==> config.mk <==
export PLATFORM = sky130hd
export DESIGN_NAME = nvm_read_arbiter
export DESIGN_NICKNAME = d
export VERILOG_FILES = /design/src/rtl/nvm_read_arbiter.sv
export SDC_FILE = /design/constraint.sdc
export NUM_CORES = 1
export LEC_CHECK = 0
export ABC_AREA = 1
export BUFFER_PORTS_ARGS = -buffer_cell sky130_fd_sc_hd__buf_2
export CAP_MARGIN = 30
export CORE_ASPECT_RATIO = 0.75
export CORE_MARGIN = 3
export CORE_UTILIZATION = 45
export DETAILED_ROUTE_END_ITERATION = 8
export GPL_ROUTABILITY_DRIVEN = 0
export GPL_TIMING_DRIVEN = 1
export HOLD_SLACK_MARGIN = 0.08
export PLACE_DENSITY = 0.64
export SLEW_MARGIN = 0
export SYNTH_ARGS = -nofsm -noshare
export SYNTH_HDL_FRONTEND = slang
export SYNTH_SLANG_ARGS = --single-unit
==> constraint.sdc <==
create_clock -name clk -period 4.55 [get_ports clk]
set_input_delay 0.6825 -clock clk [delete_from_list [all_inputs] [get_ports clk]]
set_output_delay 0.6825 -clock clk [all_outputs]
set_load 0.005 [all_outputs]
==> src/rtl/nvm_read_arbiter.sv <==
// rtl/nvm_read_arbiter.sv - round-robin arbiter sharing one serial NVM reader
//
// Grants one of NUM_REQ requesters at a time, pulses read_en with the latched
// word address, deserializes DATA_W bits (MSB first) from the reader and
// returns the word with a one-cycle response pulse. A transaction that runs
// TIMEOUT cycles past ISSUE is answered with rsp_err=1 and zero data.
//
// Ports:
//   clk, rst_n        clock, asynchronous active-low reset
//   req, req_addr     per-requester request level and packed word addresses
//   gnt               one-hot grant, held from ISSUE through RESP
//   rsp_valid/id/data/err  one-cycle response
//   read_en, nvm_addr read start pulse and address to the reader controller
//   load, shift, sdata     strobes and serial data from the reader controller
module nvm_read_arbiter #(
  parameter int NUM_REQ = 4,
  parameter int ADDR_W  = 6,
  parameter int DATA_W  = 16,
  parameter int TIMEOUT = 64
) (
  input  logic                                          clk,
  input  logic                                          rst_n,
  input  logic [NUM_REQ-1:0]                            req,
  input  logic [NUM_REQ*ADDR_W-1:0]                     req_addr,
  output logic [NUM_REQ-1:0]                            gnt,
  output logic                                          rsp_valid,
  output logic [((NUM_REQ > 1) ? $clog2(NUM_REQ) : 1)-1:0] rsp_id,
  output logic [DATA_W-1:0]                             rsp_data,
  output logic                                          rsp_err,
  output logic                                          read_en,
  output logic [ADDR_W-1:0]                             nvm_addr,
  input  logic                                          load,
  input  logic                                          shift,
  input  logic                                          sdata
);

  localparam int IDW = (NUM_REQ > 1) ? $clog2(NUM_REQ) : 1;
  localparam int BCW = $clog2(DATA_W + 1);
  localparam int TCW = $clog2(TIMEOUT + 1);

  typedef enum logic [2:0] {
    S_IDLE,
    S_ISSUE,
    S_WAIT_LOAD,
    S_SHIFT,
    S_RESP
  } state_t;

  state_t              state, state_nxt;
  logic [IDW-1:0]      ptr, ptr_nxt;
  logic [NUM_REQ-1:0]  gnt_nxt;
  logic [IDW-1:0]      id_nxt;
  logic [ADDR_W-1:0]   addr_nxt;
  logic [DATA_W-1:0]   shreg, shreg_nxt;
  logic [DATA_W-1:0]   data_nxt;
  logic                err_nxt;
  logic [BCW-1:0]      bit_cnt, bit_cnt_nxt;
  logic [TCW-1:0]      tmo_cnt, tmo_cnt_nxt;
  logic                read_en_nxt;
  logic                rsp_valid_nxt;

  // Round-robin pick: first set req bit scanning upward from ptr, with wrap.
  logic                found;
  logic [IDW-1:0]      win;
  logic [IDW-1:0]      scan;
  logic [ADDR_W-1:0]   win_addr;

  always_comb begin
    found    = 1'b0;
    win      = '0;
    scan     = ptr;
    win_addr = '0;
    for (int i = 0; i < NUM_REQ; i++) begin
      if (!found && req[scan]) begin
        found = 1'b1;
        win   = scan;
      end
      scan = (int'(scan) == NUM_REQ - 1) ? '0 : scan + IDW'(1);
    end
    for (int i = 0; i < NUM_REQ; i++) begin
      if (win == IDW'(i)) begin
        win_addr = req_addr[i*ADDR_W +: ADDR_W];
      end
    end
  end

  always_comb begin
    state_nxt     = state;
    ptr_nxt       = ptr;
    gnt_nxt       = gnt;
    id_nxt        = rsp_id;
    addr_nxt      = nvm_addr;
    shreg_nxt     = shreg;
    data_nxt      = rsp_data;
    err_nxt       = rsp_err;
    bit_cnt_nxt   = bit_cnt;
    tmo_cnt_nxt   = tmo_cnt;
    read_en_nxt   = 1'b0;
    rsp_valid_nxt = 1'b0;

    case (state)
      S_IDLE: begin
        if (found) begin
          state_nxt   = S_ISSUE;
          id_nxt      = win;
          addr_nxt    = win_addr;
          read_en_nxt = 1'b1;
          for (int i = 0; i < NUM_REQ; i++) begin
            gnt_nxt[i] = (win == IDW'(i));
          end
        end
      end

      S_ISSUE: begin
        state_nxt   = S_WAIT_LOAD;
        bit_cnt_nxt = '0;
        tmo_cnt_nxt = '0;
        shreg_nxt   = '0;
      end

      S_WAIT_LOAD: begin
        tmo_cnt_nxt = tmo_cnt + TCW'(1);
        if (tmo_cnt_nxt == TCW'(TIMEOUT)) begin
          state_nxt     = S_RESP;
          rsp_valid_nxt = 1'b1;
          err_nxt       = 1'b1;
          data_nxt      = '0;
        end else if (load) begin
          state_nxt = S_SHIFT;
        end
      end

      S_SHIFT: begin
        tmo_cnt_nxt = tmo_cnt + TCW'(1);
        if (shift) begin
          shreg_nxt   = {shreg[DATA_W-2:0], sdata};
          bit_cnt_nxt = bit_cnt + BCW'(1);
        end
        // The last data bit takes precedence over a timeout on the same edge.
        if (shift && bit_cnt == BCW'(DATA_W - 1)) begin
          state_nxt     = S_RESP;
          rsp_valid_nxt = 1'b1;
          err_nxt       = 1'b0;
          data_nxt      = shreg_nxt;
        end else if (tmo_cnt_nxt == TCW'(TIMEOUT)) begin
          state_nxt     = S_RESP;
          rsp_valid_nxt = 1'b1;
          err_nxt       = 1'b1;
          data_nxt      = '0;
        end
      end

      S_RESP: begin
        state_nxt = S_IDLE;
        gnt_nxt   = '0;
        data_nxt  = '0;
        err_nxt   = 1'b0;
        ptr_nxt   = (int'(rsp_id) == NUM_REQ - 1) ? '0 : rsp_id + IDW'(1);
      end

      default: begin
        state_nxt = S_IDLE;
      end
    endcase
  end

  always_ff @(posedge clk or negedge rst_n) begin
    if (!rst_n) begin
      state     <= S_IDLE;
      ptr       <= '0;
      gnt       <= '0;
      rsp_id    <= '0;
      nvm_addr  <= '0;
      shreg     <= '0;
      rsp_data  <= '0;
      rsp_err   <= 1'b0;
      bit_cnt   <= '0;
      tmo_cnt   <= '0;
      read_en   <= 1'b0;
      rsp_valid <= 1'b0;
    end else begin
      state     <= state_nxt;
      ptr       <= ptr_nxt;
      gnt       <= gnt_nxt;
      rsp_id    <= id_nxt;
      nvm_addr  <= addr_nxt;
      shreg     <= shreg_nxt;
      rsp_data  <= data_nxt;
      rsp_err   <= err_nxt;
      bit_cnt   <= bit_cnt_nxt;
      tmo_cnt   <= tmo_cnt_nxt;
      read_en   <= read_en_nxt;
      rsp_valid <= rsp_valid_nxt;
    end
  end

endmodule

==> out/qor.csv, run 1 <==
stage,metric,value,unit
finish,fin nets,510,
synthesis,"Primary FF master, synth",dfrtp_1,
synthesis,total number of yosys warnings,0,
sta,RSZ-0062 raised after global routing,no,
detailed_routing,DRC,0,
detailed_routing,vias per cell,5.075,
finish,Finished Core Util,56.40,%
synthesis,Post-synth ARST share,100.0,%
placed_design,placed cell count,559,
cts,clk_lat worst skew,0.34,ns
floorplan,core area,6962,sq um
pwr,Power Density,485.1,nW/um^2
outcome,status,completed,
synthesis,#FFs+latches synth,64,
floorplan,io pins,64,
setup_path,Worst Setup End Kind,flop,
finish,final std cells w/o fill,575,
cts,clk slew on worst S/H paths,0.08,ns
placed_design,HPWL after detailed placement,5580,um
sta,Setup Total Neg Slack,0,ns
cts,CTS Sinks,64,
synthesis,sequential element share of the synthesized area,48.37,%
cts,CTS Buf Count,9,
finish,ratio of cells with drive above 1 in the final layout,22.85,%
global_routing,initial antenna violation count,0,
setup_path,critical path data arrival time,2.85,ns
sta,worst-margin pin slew,0.9003,ns
cts,Post-CTS Setup Inserts,0,
global_routing,first-pass GRT wire length,13480,um
synthesis,cell count after synthesis,407,
detailed_routing,DR iter-0 viols,235,
finish,area delta synth->final,18.59,%
cts,CTS H-tree lvls,3,
finish,post-route cell area,3926,sq um
sta,worst clock skew,0.007791,ns
synthesis,Yosys cell types,35,
pwr,Pleak,2.081,nW
setup_path,worst-path maximum fanout,23,
pwr,VDD IR-drop max,0.0002673,V
synthesis,syn avg cell area,8.134,sq um
finish,# diodes,0,
synthesis,Syn Nets,445,
floorplan,# rows,26,
detailed_routing,Via Count,2918,
global_routing,GRT overflow,0,
floorplan,Die ar.,8433,sq um
floorplan,die height,80.28,um
sta,"Min Clock Period, post-route",2.613,ns
placed_design,PortBufs,63,
sta,Setup-failing EPs final,0,
sta,fin crit share,57.43,%
sta,Slew Limit Fails,0,
global_routing,pin count of the biggest net entering global routing,27,
detailed_routing,TritonRoute pass-1 iters,4,
cts,CTS Hold Buffers Added,0,
detailed_routing,Routed Antenna Nets,0,
synthesis,synthesized cell area,3311,sq um
placed_design,area of placed instances,3706,sq um
worst_hold_path,Hold Crit Class,input port to async pin,
run,number of max-cap violations,0,
setup_path,critical path launch point type,flop,
cts,number of buffers on the longest clock path,2,
sta,f_max,382.7,MHz
global_routing,vias in the first global route,2843,
cts,post-cts sizing count,0,
detailed_routing,post-DR wirelength/cell,13.16,um
sta,final hold vios,0,
setup_path,Crit Path Class,flop to flop,
floorplan,Die Wd,105.0,um
detailed_routing,final wirelength,7565,um
setup_path,Worst Path Required,4.79,ns
cts,clk root buf,clkbuf_8,
floorplan,Starting Density,47.56,%
sta,Worst slew margin,39.76,%
pwr,total power draw,1.904,mW
finish,Filler Cell Count,658,
synthesis,"EDFF count, synth",0,
global_routing,global-route usage over all layers,19.87,%
cts,CTS tree,built,
placed cells by master, fill, tap and decap left out, types with 2 or more instances in the layout:
master / Yosys / final
clkinv_4: 0 / 3
xor2_1: 4 / 4
nor3_1: 2 / 2
nor2_4: 3 / 3
nand4_1: 3 / 3
nor2_2: 2 / 2
buf_2: 5 / 63
o22ai_1: 2 / 2
nand3_1: 48 / 48
nand2_1: 99 / 99
nor2_1: 37 / 37
nand2_2: 10 / 10
a31oi_1: 2 / 2
clkbuf_8: 0 / 9
a22oi_1: 14 / 14
a22o_1: 2 / 2
inv_1: 35 / 35
o21ai_0: 29 / 29
nand3_2: 3 / 3
bufinv_16: 0 / 2
o21ai_1: 6 / 6
clkinv_2: 0 / 2
a21oi_1: 7 / 7
ha_1: 5 / 5
o31ai_1: 4 / 4
inv_2: 6 / 6
dfrtp_1: 64 / 64
path summary, 6_finish.rpt:
| kind | startpoint | to | slack (ns) | cells after the start |
|---|---|---|---|---|
| min in group clk | nvm_addr[2]$_DFFE_PN0P_ | nvm_addr[2]$_DFFE_PN0P_ | 0.48 | 2 |
| hold / removal | rst_n | rsp_data[2]$_DFFE_PN0P_ | 0.28 | 1 |
| hold reg to reg | nvm_addr[2]$_DFFE_PN0P_ | nvm_addr[2]$_DFFE_PN0P_ | 0.48 | 2 |
| setup reg to reg | ptr[0]$_DFFE_PN0P_ | nvm_addr[4]$_DFFE_PN0P_ | 1.94 | 13 |
| max in group asynchronous | rst_n | bit_cnt[2]$_DFFE_PN0P_ | 3.61 | 2 |
| setup / recovery | ptr[0]$_DFFE_PN0P_ | nvm_addr[4]$_DFFE_PN0P_ | 1.94 | 13 |
state kept, by name, indices dropped and copies added (netlist names), 2 cells and up:
register,flops
rsp_data,16
ptr,2
gnt,4
nvm_addr,6
tmo_cnt,7
rsp_id,2
bit_cnt,5
shreg,16
state,3
power breakdown:
group          switching [mW]  internal, mW  leakage, nW
sequential             0.0900         0.695        0.860
clock                   0.233         0.309        0.113
combinational           0.376         0.201         1.11
total                   0.699          1.21         2.08
Yosys cell counts, drive strengths merged (5+ instances only):
cell type	count	area share, %
inv	42	4.8
dfrtp	64	48
nand2	110	13
ha	5	1.9
a22oi	14	3.2
buf	9	1.9
o21ai	35	5.3
a21oi	7	1.1
nor2	42	5.6
nand3	51	8.2
area by class of cell:
class	instances	area, sq um	share of cell area [%]
Timing Repair Buffer	65	342.8	8.732
Clock buffer	9	123.9	3.155
Inverter	42	160.2	4.079
Clock inverter	7	96.34	2.454
Sequential cell	64	1602	40.79
Tap cell	98	122.6	3.123
Multi-Input combinational cell	290	1479	37.67
critical path, cell delays in order, from the launching register on:
cell     delay (ns)
dfrtp_1        0.50
ha_1           0.44
inv_2          0.11
nand2_1        0.09
nand2_1        0.11
nand2_1        0.06
nand2_1        0.12
nand4_1        0.13
nand2_1        0.55
inv_1          0.15
nand2_1        0.11
nor2_1         0.04
nand2_1        0.06
nand2_1        0.04
stage by stage:
| stage | worst slack [ns] | hold WS (ns) |
|---|---|---|
| after floorplan | 2.634 | 0.3869 |
| after global placement | 2.058 | 0.4606 |
| after detailed placement | 1.957 | 0.4653 |
| final | 1.937 | 0.2822 |
| after global routing | 1.660 | 0.2897 |
| after CTS | 1.953 | 0.2801 |
logic make-up (layout without fill, tap and decap cells):
kind of cell	after synthesis	count (layout)	synth area share, %
DFF	64	64	48.38
buffers and inverters	53	123	6.954
and+or+nand+nor	211	211	28.99
adders and majority gates	5	5	1.890
xor gates and xnor gates	4	4	1.058
AOI/OAI and AO/OA	70	70	12.74
routing by layer:
layer  track usage [%]  vias to the layer above  wire (um)  part of all wire, %
li1                  -                     1490          -                    -
met1             28.09                     1356       3825                   51
met2             29.83                       69       3283                   43
met3             4.980                        3        432                  5.7
met4             6.815                        0         23                 0.30
met5                 0                        -          0                    0
Power figures use the tool's default switching activity.
==> run 2: changes to the inputs <==
==> constraint.sdc (replaced) <==
create_clock -name clk -period 2.7 [get_ports clk]
set_input_delay 0.405 -clock clk [delete_from_list [all_inputs] [get_ports clk]]
set_output_delay 0.405 -clock clk [all_outputs]
set_load 0.005 [all_outputs]
==> run 2 against run 1 <==
  * Core utilization down 0.20 points
  * Design area shrank 0.35%
  * Non-clock buffer count rose by 6
  * Setup slack worse by 1.7 ns
  * First-iteration DRC count fell by 37%
  * Largest cell class unchanged
==> out/qor.csv, run 2 (synthesized netlist as in run 1, its figures left out) <==
stage,metric,value,unit,change
outcome,status,completed,,unchanged
setup_path,critical path data arrival time,2.67,ns,was 2.85 ns
setup_path,FF-to-FF End,gnt[0]$_DFFE_PN0P_,,was nvm_addr[4]$_DFFE_PN0P_
cts,Post-CTS Setup Inserts,0,,unchanged
floorplan,Starting Density,47.56,%,unchanged
setup_path,Crit Path Class,flop to flop,,unchanged
global_routing,pin count of the biggest net entering global routing,29,,was 27
cts,post-cts sizing count,0,,unchanged
pwr,VDD IR-drop max,0.0004895,V,was 0.0002673 V
finish,FF+latch area,1602,sq um,unchanged
finish,Top Registers,"rsp_data x16, shreg x16, tmo_cnt x7",,unchanged
floorplan,io pins,64,,unchanged
sta,Setup-failing EPs final,0,,unchanged
cts,clk slew on worst S/H paths,0.08,ns,about the same
sta,Setup Total Neg Slack,0,ns,unchanged
sta,"Min Clock Period, post-route",2.441,ns,was 2.613 ns
floorplan,core area,6962,sq um,unchanged
finish,post-route cell area,3913,sq um,was 3926 sq um
sta,final hold vios,0,,unchanged
detailed_routing,DR top layer,met4,,unchanged
finish,ratio of cells with drive above 1 in the final layout,23.60,%,was 22.85%
floorplan,die height,80.28,um,unchanged
sta,Final WS setup,0.2591,ns,was 1.937 ns
cts,number of buffers on the longest clock path,2,,unchanged
global_routing,first-pass GRT wire length,13170,um,"was 13,480 um"
finish,most frequent cells in the layout,"nand2_1 (99), dfrtp_1 (64), buf_2 (63), nand3_1 (48), nor2_1 (37)",,unchanged
cts,CTS tree,built,,unchanged
detailed_routing,final wirelength,7753,um,was 7565 um
finish,Filler Cell Count,658,,unchanged
cts,clk root buf,clkbuf_8,,unchanged
sta,RSZ-0062 raised after global routing,no,,unchanged
placed_design,area of placed instances,3731,sq um,was 3706 sq um
sta,f_max,409.7,MHz,was 382.7 MHz
sta,worst clock skew,0.01413,ns,was 0.007791 ns
detailed_routing,post-DR wirelength/cell,13.34,um,was 13.16 um
detailed_routing,Via Count,2990,,"was 2,918"
global_routing,initial antenna violation count,0,,unchanged
setup_path,CP Launch Point,ptr[0]$_DFFE_PN0P_,,unchanged
detailed_routing,Met1 Wirelength,3895,um,was 3825 um
setup_path,critical path launch point type,flop,,unchanged
floorplan,# rows,26,,unchanged
setup_path,Worst Setup End Kind,flop,,unchanged
global_routing,global-route usage over all layers,19.35,%,was 19.87%
global_routing,GRT overflow,0,,unchanged
detailed_routing,Routed Antenna Nets,0,,unchanged
cts,CTS Sinks,64,,unchanged
detailed_routing,DR iter-0 viols,147,,was 235
placed_design,PortBufs,63,,unchanged
placed_design,placed cell count,564,,was 559
finish,"most common cell after layout, fill and taps aside",nand2_1,,unchanged
finish,final std cells w/o fill,581,,was 575
setup_path,CP Capture Point,gnt[0]$_DFFE_PN0P_,,was nvm_addr[4]$_DFFE_PN0P_
sta,Worst slew margin,67.43,%,was 39.76%
setup_path,worst-path maximum fanout,13,,was 23
finish,area delta synth->final,18.18,%,was 18.59%
global_routing,vias in the first global route,2727,,"was 2,843"
finish,fin nets,516,,was 510
finish,Multi-input gate area,1479,sq um,unchanged
setup_path,Reg2Reg Setup Slack,0.26,ns,was 1.94 ns
sta,Slew Limit Fails,0,,unchanged
setup_path,Worst Path Required,2.93,ns,was 4.79 ns
pwr,Pleak,2.077,nW,was 2.081 nW
cts,CTS H-tree lvls,3,,unchanged
sta,worst-margin pin slew,0.4880,ns,was 0.9003 ns
finish,Finished Core Util,56.20,%,was 56.40%
cts,clk_lat worst skew,0.34,ns,about the same
detailed_routing,met2 routed WL,3264,um,was 3283 um
worst_hold_path,Hold Crit Class,input port to flop,,was input port to async pin
detailed_routing,DRC,0,,unchanged
placed_design,HPWL after detailed placement,5760,um,was 5580 um
cts,CTS Hold Buffers Added,1,,was 0
run,number of max-cap violations,0,,unchanged
setup_path,Worst R2R Path Depth,10,,was 13
sta,fin crit share,90.40,%,was 57.43%
finish,# diodes,0,,unchanged
floorplan,Die ar.,8433,sq um,unchanged
setup_path,worst r2r src,ptr[0]$_DFFE_PN0P_,,unchanged
floorplan,Die Wd,105.0,um,unchanged
detailed_routing,vias per cell,5.146,,was 5.075
detailed_routing,TritonRoute pass-1 iters,5,,was 4
pwr,Power Density,782.2,nW/um^2,was 485.1 nW/um^2
detailed_routing,met3 WL post-DR,539,um,was 432 um
cts,CTS Buf Count,9,,unchanged
placed_design,Placement Setup Slack,0.2737,ns,was 1.957 ns
run 2: changes by cell type in the layout (fill, tap and decap cells not counted), sizes merged:
cell / previous run / this run
inv: 42 / 43
bufinv: 2 / 0
clkinv: 5 / 4
buf: 65 / 70
clkinvlp: 0 / 2
dlygate4sd3: 0 / 1
run 2: final cells by class:
| cell class | count | area share, % |
|---|---|---|
| inverter | 42 | 4.093 |
| timing repair buffer | 71 | 9.658 |
| multi-input combinational | 290 | 37.80 |
| clock buffer | 9 | 3.166 |
| clock inverter | 7 | 1.215 |
| tap | 98 | 3.134 |
| sequential | 64 | 40.93 |
run 2: metal layers:
metal  global-route usage (%)  vias up
li1                         -     1500
met1                    28.95     1391
met2                    27.78       94
met3                    5.060        5
met4                    4.849        0
met5                        0        -
run 2: critical path: stages, from the launching register on:
cell and delay (ns):
dfrtp_1 0.50, ha_1 0.47, inv_2 0.08, nand2_1 0.11
nand2_1 0.08, nand2_1 0.06, nand2_1 0.10, nand4_1 0.13
nand2_1 0.25, buf_4 0.28, o31ai_1 0.27
run 2: worst min path at each step:
stage            startpoint                      end  slack [ns]  depth (start not counted)
6_report       req_addr[22]  nvm_addr[4]$_DFFE_PN0P_        0.30                          3
5_1_grt        req_addr[22]  nvm_addr[4]$_DFFE_PN0P_        0.32                          3
4_1_cts        req_addr[22]  nvm_addr[4]$_DFFE_PN0P_        0.28                          3
3_5_place_dp          rst_n  rsp_data[1]$_DFFE_PN0P_        0.35                          1
3_3_place_gp          rst_n  rsp_data[1]$_DFFE_PN0P_        0.35                          1
2_1_floorplan         rst_n   bit_cnt[0]$_DFFE_PN0P_        0.11                          0
run 2: metrics by stage:
step	power (mW)	hold slack, ns
2_1_floorplan	1.999	0.1094
3_3_place_gp	2.332	0.3455
3_5_place_dp	2.352	0.3533
4_1_cts	3.088	0.2800
5_1_grt	3.311	0.3224
6_report	3.060	0.2964
run 2: power by group:
group	leakage [nW]	switching (mW)	total, mW	internal [mW]
sequential	0.860	0.157	1.33	1.17
combinational	1.13	0.643	1.01	0.364
clock	0.0854	0.392	0.724	0.332
